===== config.mk =====
export PLATFORM = sky130hd
export DESIGN_NAME = uart_tx_sequencer
export DESIGN_NICKNAME = d
export VERILOG_FILES = /design/src/rtl/uart_tx_sequencer.sv
export SDC_FILE = /design/constraint.sdc
export NUM_CORES = 1
export LEC_CHECK = 0
export ABC_AREA = 1
export BUFFER_PORTS_ARGS = -buffer_cell sky130_fd_sc_hd__buf_2
export CAP_MARGIN = 20
export CORE_AREA = 2 2 61 68
export DETAILED_ROUTE_END_ITERATION = 8
export DIE_AREA = 0 0 63 70
export GPL_ROUTABILITY_DRIVEN = 0
export RECOVER_POWER = 50
export SLEW_MARGIN = 0
export SYNTH_ARGS = -nofsm -noshare
export SYNTH_HDL_FRONTEND = slang
export SYNTH_SLANG_ARGS = --single-unit

===== constraint.sdc =====
create_clock -name clk -period 4.2 [get_ports clk]
set_clock_uncertainty 0.2 [all_clocks]
set_input_delay 0.42 -clock clk [delete_from_list [all_inputs] [get_ports clk]]
set_output_delay 0.42 -clock clk [all_outputs]
set_load 0.005 [all_outputs]

===== src/rtl/uart_tx_sequencer.sv =====
// UART transmit frame sequencer: start bit, DATA_BITS data bits LSB-first,
// one stop bit. A byte is accepted over a valid/ready handshake while idle;
// a baud-interval divider times each bit slot and a down-counting bit
// counter tracks the data bits. Every output comes straight from a flop.
module uart_tx_sequencer #(
   parameter int CLKS_PER_BIT = 868,
   parameter int DATA_BITS    = 8
) (
   input  logic                 clk,
   input  logic                 reset,
   input  logic [DATA_BITS-1:0] tx_data,
   input  logic                 tx_valid,
   output logic                 tx_ready,
   output logic                 tx,
   output logic                 busy
);

   localparam int BAUD_W = $clog2(CLKS_PER_BIT);
   localparam int BIT_W  = $clog2(DATA_BITS);

   localparam logic [BAUD_W-1:0] BAUD_LAST = BAUD_W'(CLKS_PER_BIT - 1);
   localparam logic [BIT_W-1:0]  BIT_LAST  = BIT_W'(DATA_BITS - 1);

   typedef enum logic [1:0] {
      S_IDLE,
      S_START,
      S_DATA,
      S_STOP
   } state_t;

   state_t               state_q;
   logic [BAUD_W-1:0]    baud_q;
   logic [BIT_W-1:0]     bit_q;
   logic [DATA_BITS-1:0] shift_q;
   logic                 tx_q;
   logic                 ready_q;
   logic                 busy_q;

   logic                 baud_end;
   logic [DATA_BITS-1:0] shift_d;

   // Last clock of the current bit slot.
   assign baud_end = (baud_q == BAUD_LAST);
   // Shift register contents once the current data bit has been sent.
   assign shift_d  = shift_q >> 1;

   assign tx       = tx_q;
   assign tx_ready = ready_q;
   assign busy     = busy_q;

   // Frame state machine; drives divider, bit counter, shifter and outputs.
   always_ff @(posedge clk) begin
      // NOTE: all state is updated with non-blocking assignments so every
      // branch below reads the pre-edge values of the other registers.
      if (reset) begin
         // NOTE: the shift register is reset as well, so the datapath never
         // carries X into tx even though it is reloaded on every accept.
         state_q <= S_IDLE;
         baud_q  <= '0;
         bit_q   <= BIT_LAST;
         shift_q <= '0;
         tx_q    <= 1'b1;
         ready_q <= 1'b1;
         busy_q  <= 1'b0;
      end else begin
         case (state_q)
            S_IDLE: begin
               if (tx_valid && ready_q) begin
                  shift_q <= tx_data;
                  baud_q  <= '0;
                  state_q <= S_START;
                  tx_q    <= 1'b0;
                  ready_q <= 1'b0;
                  busy_q  <= 1'b1;
               end
            end

            S_START: begin
               if (baud_end) begin
                  baud_q  <= '0;
                  state_q <= S_DATA;
                  tx_q    <= shift_q[0];
               end else begin
                  baud_q <= baud_q + BAUD_W'(1);
               end
            end

            S_DATA: begin
               if (baud_end) begin
                  baud_q  <= '0;
                  shift_q <= shift_d;
                  if (bit_q == '0) begin
                     // Reload rather than wrap, ready for the next frame.
                     bit_q   <= BIT_LAST;
                     state_q <= S_STOP;
                     tx_q    <= 1'b1;
                  end else begin
                     bit_q <= bit_q - BIT_W'(1);
                     tx_q  <= shift_d[0];
                  end
               end else begin
                  baud_q <= baud_q + BAUD_W'(1);
               end
            end

            S_STOP: begin
               if (baud_end) begin
                  baud_q  <= '0;
                  state_q <= S_IDLE;
                  ready_q <= 1'b1;
                  busy_q  <= 1'b0;
               end else begin
                  baud_q <= baud_q + BAUD_W'(1);
               end
            end

            default: begin
               state_q <= S_IDLE;
               tx_q    <= 1'b1;
               ready_q <= 1'b1;
               busy_q  <= 1'b0;
            end
         endcase
      end
   end

endmodule


Yosys cells after proc, flatten, opt, wreduce, memory -nomap -nowiden
Cells that the tools add are included.
{"block": "classes", "eq_ne": 9, "bitwise": 0, "reduce_logical": 12, "div_mod_pow": 0, "mul": 0, "n_lt_le_gt_ge": 0, "add_sub_neg": 2, "muxes": 23, "shifts": 0}
{"operator": "10-bit two-way mux", "count": 2}
{"operator": "10-bit one-hot mux with 2 select lines", "count": 1}
{"operator": "8-bit two-way mux", "count": 2}
{"operator": "8-bit one-hot mux with 2 select lines", "count": 1}
{"operator": "10-bit by 1-bit adder with 10-bit output (second input constant)", "count": 1}
{"operator": "10-bit == test (second input constant)", "count": 1}
{"operator": "2-bit two-way mux", "count": 5}
{"operator": "2-bit != test (second input constant)", "count": 5}
{"operator": "2-bit one-hot mux with 4 select lines", "count": 1}
{"operator": "1-bit two-way mux", "count": 7}
{"operator": "3-bit AND reduction", "count": 2}
{"operator": "5-bit AND reduction", "count": 1}
{"operator": "2-bit == test (second input constant)", "count": 2}
{"operator": "1-bit one-hot mux with 2 select lines", "count": 2}
{"operator": "4-bit AND reduction", "count": 1}
{"operator": "2-bit nonzero test", "count": 2}
{"operator": "3-bit zero test", "count": 1}
{"operator": "3-bit two-way mux", "count": 1}
{"operator": "1-bit one-hot mux with 3 select lines", "count": 1}
{"operator": "3-bit nonzero test", "count": 1}
{"operator": "3-bit OR reduction", "count": 1}
{"operator": "3-bit by 1-bit subtractor with 3-bit output (second input constant)", "count": 1}
{"operator": "2-bit by 1-bit == test with 1-bit output (second input constant)", "count": 1}
{"operator": "2-bit zero test", "count": 1}
{"operator": "other kinds (2)", "count": 2}
{"block": "totals", "regBits": 26, "latchBits": 0, "mem_bits_rw": 0, "mem_count": 0, "mem_bits_ro": 0}

Longest topological paths before layout
Gate-level depths: netlist of the first run.
{"block": "logic_depth", "depth_word": 4, "ltp_mapped": 10, "depth_no_buf": 9}

Worst setup path before layout of the first run
Ideal clock, no wire load.
{"block": "synth_timing", "kind": "register to register", "start": "register state_q[0]", "end": "register shift_q[7]", "slack_ps": 2555, "setup_ps": 134, "path_stages_with_launch": 9, "n_path_buf": 0, "t_arrival_ps": 1312, "path_cell_list": "dfxtp_1 -> inv_1 -> ha_1 -> nand2_4 -> inv_2 -> a21oi_4 -> nand2_4 -> nand2_1 -> a21oi_1"}
{"block": "synth_via", "elab_chain_cells": 3}
{"element": "start, declared", "line": "31", "text": "state_t state_q;"}
{"element": "start signal, assigned", "line": "58", "text": "state_q <= S_IDLE;"}
{"element": "start signal, assigned", "line": "71", "text": "state_q <= S_START;"}
{"element": "start signal, assigned", "line": "81", "text": "state_q <= S_DATA;"}
{"element": "2-bit == test or 2-bit zero test (tied branches)", "line": "66", "text": "case (state_q)"}
{"element": "2-bit != test (no source line) or 2-bit nonzero test (tied branches)"}
{"element": "3-bit AND reduction (no source line)"}
{"element": "end signal, assigned", "line": "69", "text": "shift_q <= tx_data;"}
{"element": "end signal, assigned", "line": "91", "text": "shift_q <= shift_d;"}
{"element": "end, declared", "line": "34", "text": "logic [DATA_BITS-1:0] shift_q;"}
Parallel ways exist; a longest one is shown, timed or not.
A chain may end at the register's enable or synchronous reset.

Worst setup path after layout of the first run
{"block": "layout_timing", "start": "register state_q[0]", "end": "register shift_q[5]"}
The elaborated chain is that of the path after synthesis.

==> results of run 1 <==
-- kinds of logic after synthesis --
family / after synthesis
AND/OR/NAND/NOR: 100
adder cells (fa/ha/maj): 8
AO/OA/AOI/OAI: 25
XOR/XNOR: 7
flip-flops: 26
buffers and inverters: 24
multiplexers: 1
-- worst reg2reg max path, stage by stage (launching register included) --
cell and delay (ps):
dfxtp_1 360, inv_1 90, ha_1 250, nand2_1 300, inv_2 180, a21oi_4 290
nand2_4 130, nand2_1 80, a21oi_1 60
-- area by class of cell --
type	count	area, µm²	area share [%]
well taps	52	65.1	4.08
clock inverters	1	30.0	1.88
multi-input cells	141	795	49.8
repair buffers	13	65.1	4.08
flip-flops and latches	26	520	32.6
inverters	21	78.8	4.94
clock buffers	3	41.3	2.59
-- report_power, final --
part | switching [mW] | leakage, nW | internal, mW
clock | 0.0802 | 0.0357 | 0.128
combinational | 0.328 | 0.450 | 0.175
sequential | 0.0315 | 0.212 | 0.304
-- metrics by stage --
step	std cells	utilization [%]	worst slack [ps]	hold slack, ps
after floorplan	191	-	2550	231
after global placement	253	40.6	2210	252
after detailed placement	253	40.6	2170	252
after CTS	257	42.5	2150	198
after global routing	257	41.8	1960	213
final	257	41.8	2140	211
-- state kept, by name, indices dropped and copies added (netlist names) --
name      count
baud_q       10
busy          1
state_q       2
tx            1
bit_q         3
shift_q       8
tx_ready      1
-- cells in the final DEF, fill, tap and decap left out, drive strengths merged, types with 3 or more instances in the layout --
master and count:
a21oi 16, buf 13, clkbuf 3, dfxtp 26
ha 8, inv 21, nand2 55, nand3 14
nand4 3, nor2 19, nor3 5, o21ai 7
xor2 7
-- worst max-delay path by stage --
stage / slack (ps) / cells after the start / from / end
floorplan: 2550 / 8 / state_q[0] / shift_q[7]
global placement: 2210 / 7 / state_q[0] / shift_q[7]
detailed placement: 2170 / 7 / state_q[0] / shift_q[7]
CTS: 2150 / 7 / state_q[0] / shift_q[7]
global route: 1960 / 8 / baud_q[0] / baud_q[4]
finish: 2140 / 8 / state_q[0] / shift_q[5]
-- metal layers --
metal	part of all wire, %	vias to the layer above
li1	-	639
met1	51	515
met2	45	15
met3	3.5	2
met4	0.73	0
met5	0	-
==> impl_metrics.toml, run 1 <==
[clock_network]
cts_tree = "yes"
numClockSinks = 26
root_buffer = "clkbuf_8"
htreeDepth = 1
cts_resized = 0
holdBufCountCts = 0
insertion_delay_ps = 270
clk_pin_slew_ps = 90
numCtsBuffers = 3
postCtsSetupRepairBufs = 0
ctsLongestPathBuffers = 2

[power]
p_leak_nw = 0.698
ir_drop_mv = 0.345
powerDensity_nw_per_um2 = 656
total_power_mw = 1.05

[synth]
synth-simple-area-share_pct = 34.9
synthArstFlopShare_pct = 0
postSynthCellCount = 191
yosys-mux-area-fraction_pct = 0.698
ys_warn_count = 0
syn-num-nets = 210
synth_top_family_by_area = "simple AND/OR/NAND/NOR gates"
synth_area_um2 = 1430
netlist_top_cells_area = "dfxtp_1, nand2_1, ha_1"
yosysMostFrequentCell = "nand2_1"
synth_area_per_cell_um2 = 7.51
synth_commonest_cells = "nand2_1, dfxtp_1, inv_1"
yosys.area_share.xor_xnor_pct = 4.28
yosysSeqAreaShare_pct = 36.3
synth_top_cell_area_share_pct = 36.3
synth_compound_gate_area_share_pct = 10.4
synthAdderAreaFrac_pct = 6.98
synth_ff_type = "dfxtp_1"
synth.largest_area_cell = "dfxtp_1"
synth_edf_count = 0
postSynthRegisterBits = 26
ys_types = 30

[sta]
drv_slew = 0
worst_pin_slew_ps = 465
finalHoldViolCount = 0
rsz0062_at_grt = "false"
fin_crit_ps = 2060
max_slew_margin_pct = 68.9
max_freq_mhz = 486
setup_viol = 0
timing.setup.tns_ps = 0
fin_crit_sh_pct = 49.0

[run_status]
status = "complete, no violations"

[global_route]
grtUsageMet1_pct = 16.7
antenna_found_initial = 0
grt_pass1_wl_um = 4730
grt_pass1_vias = 1099
grt_util_all_layers_pct = 13.2
overflow = 0
grt_max_degree = 16
grtUsageMet2_pct = 21.6
top_usage_layer = "met2"
gr-usage-met3_pct = 3.86

[final_layout]
nets = 225
fillers = 414
design_area_um2 = 1600
area_growth_pct = 11.3
antenna_cells = 0
drive_above_1_share_pct = 17.1

[setup_path]
max_stage_delay_ps = 360
worstPathRequired_ps = 4170
crit-reg2reg-launch = "state_q[0]"
path_max_fanout = 10
cp_top_family = "simple AND/OR/NAND/NOR gates"
critPathSlowestCell = "dfxtp_1"
regToRegSetupSlack_ps = 2140
path_buf_inv = 2
r2r_cells = 8
worstSetupPathType = "reg -> reg"
path_cells = "inv_1 -> ha_1 -> nand2_1 -> inv_2 -> a21oi_4 -> nand2_4 -> nand2_1 -> a21oi_1"
r2r_end = "shift_q[5]"
cp_common_cell = "nand2_1"
end_kind = "register"
setup.worst_path.start_class = "register"
critical_path_arrival_ps = 2030

[hold_path]
worstHoldStart = "tx_data[7]"
holdPathStages = 3
holdPathEnd = "shift_q[7]"
holdCritPathClass = "in -> reg"

[placed_design]
portBuffers = 13
placed_area_um2 = 1550
dp_hpwl_um = 1970

[floorplan]
design.die.area_um2 = 4410
io_pins = 14
die_w_um = 63
rows = 24
start_util_pct = 37.6
core_um2 = 3810
fp.dieH_um = 70

[drt]
wl_per_cell_um = 10.1
antenna_left = 0
dr.pass1.iters = 4
drtIter0Drc = 27
dr_total_vias = 1171
vias_per_cell = 4.56
drcViolationCount = 0
wirelength_um = 2600

[run]
max_cap_violations = 0
(Power assumes the default switching activity.)
==> run 2, diff against run 1 <==
--- a/config.mk
+++ b/config.mk
@@ -5,12 +5,12 @@
 export SDC_FILE = /design/constraint.sdc
 export NUM_CORES = 1
 export LEC_CHECK = 0
-export ABC_AREA = 1
+export ABC_AREA = 0
 export BUFFER_PORTS_ARGS = -buffer_cell sky130_fd_sc_hd__buf_2
 export CAP_MARGIN = 20
-export CORE_AREA = 2 2 61 68
+export CORE_AREA = 2 2 59 67
 export DETAILED_ROUTE_END_ITERATION = 8
-export DIE_AREA = 0 0 63 70
+export DIE_AREA = 0 0 61 69
 export GPL_ROUTABILITY_DRIVEN = 0
 export RECOVER_POWER = 50
 export SLEW_MARGIN = 0
==> constraint.sdc (replaced) <==
create_clock -name clk -period 1.7 [get_ports clk]
set_clock_uncertainty 0.2 [all_clocks]
set_input_delay 0.17 -clock clk [delete_from_list [all_inputs] [get_ports clk]]
set_output_delay 0.17 -clock clk [all_outputs]
set_load 0.005 [all_outputs]
==> impl_metrics.toml, run 2 <==
[floorplan]
design.die.area_um2 = 4210
io_pins = 14
start_util_pct = 38.9
die_w_um = 61
rows = 23
core_um2 = 3540
fp.dieH_um = 69

[final_layout]
area_growth_pct = 35.8
largest_register_ffs = 10
seq_area_um2 = 526
fillers = 329
nets = 206
final_cell_mix = "dfxtp_1, a21oi_1, nor2_1, buf_4, buf_2"
drive_above_1_share_pct = 32.3
final-instance-count-excl-fill = 236
mostFrequentLayoutCell = "dfxtp_1"
multi_input_area_um2 = 917
top_register = "baud_q"
largest_registers = "baud_q: 10 flops, shift_q: 8 flops, bit_q: 3 flops"
antenna_cells = 0
post-route-util_pct = 52.8

[sta]
finalHoldViolCount = 0
max_slew_margin_pct = 75.4
timing.setup.tns_ps = -303
setup_slack_ps = -81.1
drv_slew = 0
max_freq_mhz = 561
rsz0062_at_grt = "true"
fin_crit_sh_pct = 105
fin_crit_ps = 1780
worst_pin_slew_ps = 367
setup_viol = 10

[placed_design]
dp.cells = 228
portBuffers = 13
dp_worst_setup_slack_ps = -146
dp_hpwl_um = 2350

[setup_path]
r2r_cells = 6
worstPathRequired_ps = 1700
end_kind = "register"
startpoint = "state_q[0]"
setup.worst_path.start_class = "register"
r2r_end = "state_q[1]"
crit-reg2reg-launch = "state_q[0]"
critical_path_arrival_ps = 1780
worstSetupPathType = "reg -> reg"
path_max_fanout = 4
regToRegSetupSlack_ps = -80

[power]
powerDensity_nw_per_um2 = 1490
power_switching_mw = 1.02
ir_drop_mv = 0.736
switching_share_pct = 36.5
p_leak_nw = 0.743
seqPwrFrac_pct = 30.3
total_power_mw = 2.79
combPwrFrac_pct = 51.5
p_clk_share_pct = 18.2
intPower_mw = 1.77

[drt]
wl_per_cell_um = 13.7
wirelength_um = 3230
dr_total_vias = 1233
antenna_left = 0
drcViolationCount = 0
dr.pass1.iters = 4
drtIter0Drc = 25
vias_per_cell = 5.22

[hold_path]
holdPathEnd = "shift_q[2]"
holdCritPathClass = "in -> reg"
holdPathStages = 3
worstHoldStart = "tx_data[2]"

[clock_network]
htreeDepth = 1
numCtsBuffers = 3
root_buffer = "clkbuf_8"
numClockSinks = 26
insertion_delay_ps = 270
ctsLongestPathBuffers = 2
cts_tree = "yes"
clk_pin_slew_ps = 90

[synth]
netlist_top_cells_area = "dfxtp_1, ha_1, a21oi_1"
yosysMostFrequentCell = "dfxtp_1"
synth_ff_type = "dfxtp_1"
synth_commonest_cells = "dfxtp_1, a21oi_1, nor2_1"
synth_top_cell_area_share_pct = 37.8
synthArstFlopShare_pct = 0
postSynthRegisterBits = 26
ys_types = 38
yosysSeqAreaShare_pct = 37.8
ys_warn_count = 0
synth.largest_area_cell = "dfxtp_1"
syn-num-nets = 172
postSynthCellCount = 153
synth_area_per_cell_um2 = 9.00
synth_edf_count = 0
synth_area_um2 = 1380

[run_status]
status = "finished, violations left"
violations = "setup timing"

[global_route]
grt_max_degree = 19
grt_pass1_wl_um = 5500
overflow = 0
grt_util_all_layers_pct = 16.8
grt_pass1_vias = 1183
antenna_found_initial = 0

[run]
max_cap_violations = 0
==> run 2: through the flow <==
stage               hold slack, ps  cell area (µm²)
detailed placement             242             1650
floorplan                      162             1420
CTS                           22.8             1860
finish                        24.4             1870
global route                  35.6             1870
global placement               245             1650
==> run 2: what timing repair did <==
| item | 4_1_cts | 5_1_grt |
|---|---|---|
| cloned | 1 | 0 |
| pin swaps | 8 | 2 |
| endpoints found under the setup margin | 25 | 26 |
| hold buffers | 1 | 0 |
| setup buffers | 2 | 0 |
| hold endpoints to repair | 2 | 0 |
| gates resized for setup | 19 | 4 |
==> run 2: worst max path at each step <==
| stage | cells after the start | endpoint |
|---|---|---|
| finish | 6 | state_q[1] |
| global route | 6 | state_q[1] |
| CTS | 6 | bit_q[1] |
| detailed placement | 5 | baud_q[4] |
| global placement | 5 | baud_q[6] |
| floorplan | 7 | baud_q[7] |
==> run 2: area by class of cell <==
class | count | share of cell area (%)
Sequential cell | 26 | 28.1
Inverter | 8 | 1.61
Timing Repair Buffer | 34 | 14.1
Clock buffer | 3 | 2.21
Tap cell | 50 | 3.34
Multi-Input combinational cell | 114 | 49.0
Clock inverter | 1 | 1.61
==> run 2: logic make-up after synthesis <==
group                      after synthesis  share of synthesized area, %
muxes                                    8                          5.81
and+or+nand+nor                         51                          20.9
AOI/OAI and AO/OA                       38                          18.5
buffers and inverters                   13                          4.00
adders and majority gates                8                          7.27
DFF                                     26                          37.8
xor gates and xnor gates                 9                          5.72
==> run 2: power groups by stage <==
stage          combinational [mW]  sequential (mW)  clock (mW)
6_report                     1.44            0.847       0.508
2_1_floorplan               0.818            0.837           0
5_1_grt                      1.58            0.864       0.553
3_3_place_gp                 1.19            0.840           0
4_1_cts                      1.43            0.846       0.525
3_5_place_dp                 1.24            0.851           0
==> run 2: critical path, cell delays in order, from the launching register on <==
cell and delay (ps):
dfxtp_2 340, buf_4 140, ha_1 210, nor3_1 180
a31oi_1 110, or3b_1 420, a21oi_1 120
==> run 2: layer usage <==
metal  track usage [%]  vias to the layer above  share of wire [%]
li1                  -                      617                  -
met1              21.1                      580                 44
met2              28.6                       30                 52
met3              2.44                        6                3.1
met4              5.56                        0                1.6
met5                 0                        -                  0
==> run 3, diff against run 2 <==
--- a/config.mk
+++ b/config.mk
@@ -13,6 +13,7 @@
 export DIE_AREA = 0 0 61 69
 export GPL_ROUTABILITY_DRIVEN = 0
 export RECOVER_POWER = 50
+export SETUP_SLACK_MARGIN = 0.2
 export SLEW_MARGIN = 0
 export SYNTH_ARGS = -nofsm -noshare
 export SYNTH_HDL_FRONTEND = slang
==> constraint.sdc (replaced) <==
create_clock -name clk -period 1.55 [get_ports clk]
set_clock_uncertainty 0.2 [all_clocks]
set_input_delay 0.155 -clock clk [delete_from_list [all_inputs] [get_ports clk]]
set_output_delay 0.155 -clock clk [all_outputs]
set_load 0.005 [all_outputs]
==> impl_metrics.toml, run 3 (synthesis results as in run 2) <==
[sta]
setup_viol = 26
setup_slack_ps = -242
timing.setup.tns_ps = -4690
worst_pin_slew_ps = 371
finalHoldViolCount = 0
rsz0062_at_grt = "true"
fin_crit_ps = 1790
fin_crit_sh_pct = 116
max_slew_margin_pct = 75.2
max_freq_mhz = 558
drv_slew = 0

[final_layout]
largest_registers = "baud_q: 10 flops, shift_q: 8 flops, bit_q: 3 flops"
top_register = "baud_q"
mostFrequentLayoutCell = "buf_4"
antenna_cells = 0
nets = 232
area_growth_pct = 63.3
drive_above_1_share_pct = 54.5
fillers = 281
design_area_um2 = 2250
largest_register_ffs = 10
post-route-util_pct = 63.6
final-instance-count-excl-fill = 261
final_cell_mix = "buf_4, dfxtp_1, nor2_1"

[setup_path]
path_buf_inv = 2
max_stage_delay_ps = 360
path_max_fanout = 7
startpoint = "baud_q[0]"
worstPathRequired_ps = 1510
critical_path_arrival_ps = 1750
crit_cells = 7
crit-reg2reg-launch = "baud_q[0]"
end_kind = "register"
endpoint = "shift_q[5]"
critPathSlowestCell = "dfxtp_2"
regToRegSetupSlack_ps = -240
setup.worst_path.start_class = "register"
cp_top_family = "simple AND/OR/NAND/NOR gates"
worstSetupPathType = "reg -> reg"
r2r_cells = 7
r2r_end = "shift_q[5]"
path_cells = "ha_4 -> and4b_2 -> nand4_1 -> buf_6 -> a21oi_4 -> buf_12 -> a211oi_2"

[power]
ir_drop_mv = 0.849
powerDensity_nw_per_um2 = 1640
p_leak_nw = 0.871

[global_route]
overflow = 0
antenna_found_initial = 0
grt_util_all_layers_pct = 18.7
grt_pass1_wl_um = 6160
grt_pass1_vias = 1378
grt_max_degree = 14

[floorplan]
start_util_pct = 38.9
rows = 23
design.die.area_um2 = 4210
die_w_um = 61
fp.dieH_um = 69
core_um2 = 3540
io_pins = 14

[run]
max_cap_violations = 0

[clock_network]
insertion_delay_ps = 270
root_buffer = "clkbuf_8"
htreeDepth = 1
cts_tree = "yes"
ctsLongestPathBuffers = 2
numCtsBuffers = 3
numClockSinks = 26
clk_pin_slew_ps = 90

[run_status]
status = "finished, violations left"
violations = "setup timing"

[drt]
vias_per_cell = 5.12
drcViolationCount = 0
met2_length_um = 1960
drtIter0Drc = 47
antenna_left = 0
wl_met1_um = 1720
wl_per_cell_um = 14.8
routed.top_layer = "met4"
dr.pass1.iters = 2
wirelength_um = 3870
dr_total_vias = 1337
met3_length_um = 86

[placed_design]
dp_hpwl_um = 2450
portBuffers = 13
dp.cells = 238
placed_area_um2 = 1770

[hold_path]
holdCritPathClass = "in -> reg"
==> run 3: cell types whose count changed in the layout (fill, tap and decap cells not counted), moves of 3 or more <==
cell / delta
buf_4: +18
buf_6: +8
a211oi_1: -7
a211oi_2: +7
a21oi_1: -4
a21oi_2: +4
ha_1: -3
==> run 3: through the flow <==
| stage | setup slack [ps] | hold WS, ps | total power, mW |
|---|---|---|---|
| 5_1_grt | -295 | 21.0 | 3.93 |
| 3_3_place_gp | -141 | 258 | 2.35 |
| 6_report | -242 | 18.4 | 3.69 |
| 2_1_floorplan | -139 | 146 | 1.91 |
| 4_1_cts | -153 | 5.25 | 3.45 |
| 3_5_place_dp | -322 | 262 | 2.40 |
==> run 3: what timing repair did <==
action	4_1_cts	5_1_grt
hold buffers	0	0
endpoints found under the setup margin	26	26
pin swaps	15	22
gates resized for setup	33	23
setup buffers	16	4
==> run 3: per-layer routing <==
layer  track usage, %  up-vias
met3             2.81       10
met4             6.28        0
met1             25.1      640
met5                0        -
li1                 -      669
met2             30.1       18
==> run 3: layout make-up <==
cell class | count | area (µm²) | area share (%)
multi-input combinational | 114 | 1080 | 48.2
clock buffer | 3 | 41.3 | 1.84
inverter | 8 | 37.5 | 1.67
timing repair buffer | 60 | 493 | 21.9
tap | 50 | 62.6 | 2.78
sequential | 26 | 531 | 23.6
==> run 3: worst min-delay path by stage <==
stage,from,endpoint,slack (ps),cells past startpoint
floorplan,tx_valid,tx_ready,150,3
finish,reset,state_q[1],20,2
global placement,reset,state_q[1],260,2
global route,reset,state_q[1],20,2
detailed placement,reset,state_q[1],260,2
CTS,reset,shift_q[0],5,2
==> run 3: power breakdown <==
part           internal [mW]  leakage [nW]  total [mW]  switching, mW
clock                  0.174        0.0216       0.385          0.211
sequential             0.826         0.215       0.948          0.122
combinational           1.29         0.634        2.36           1.07
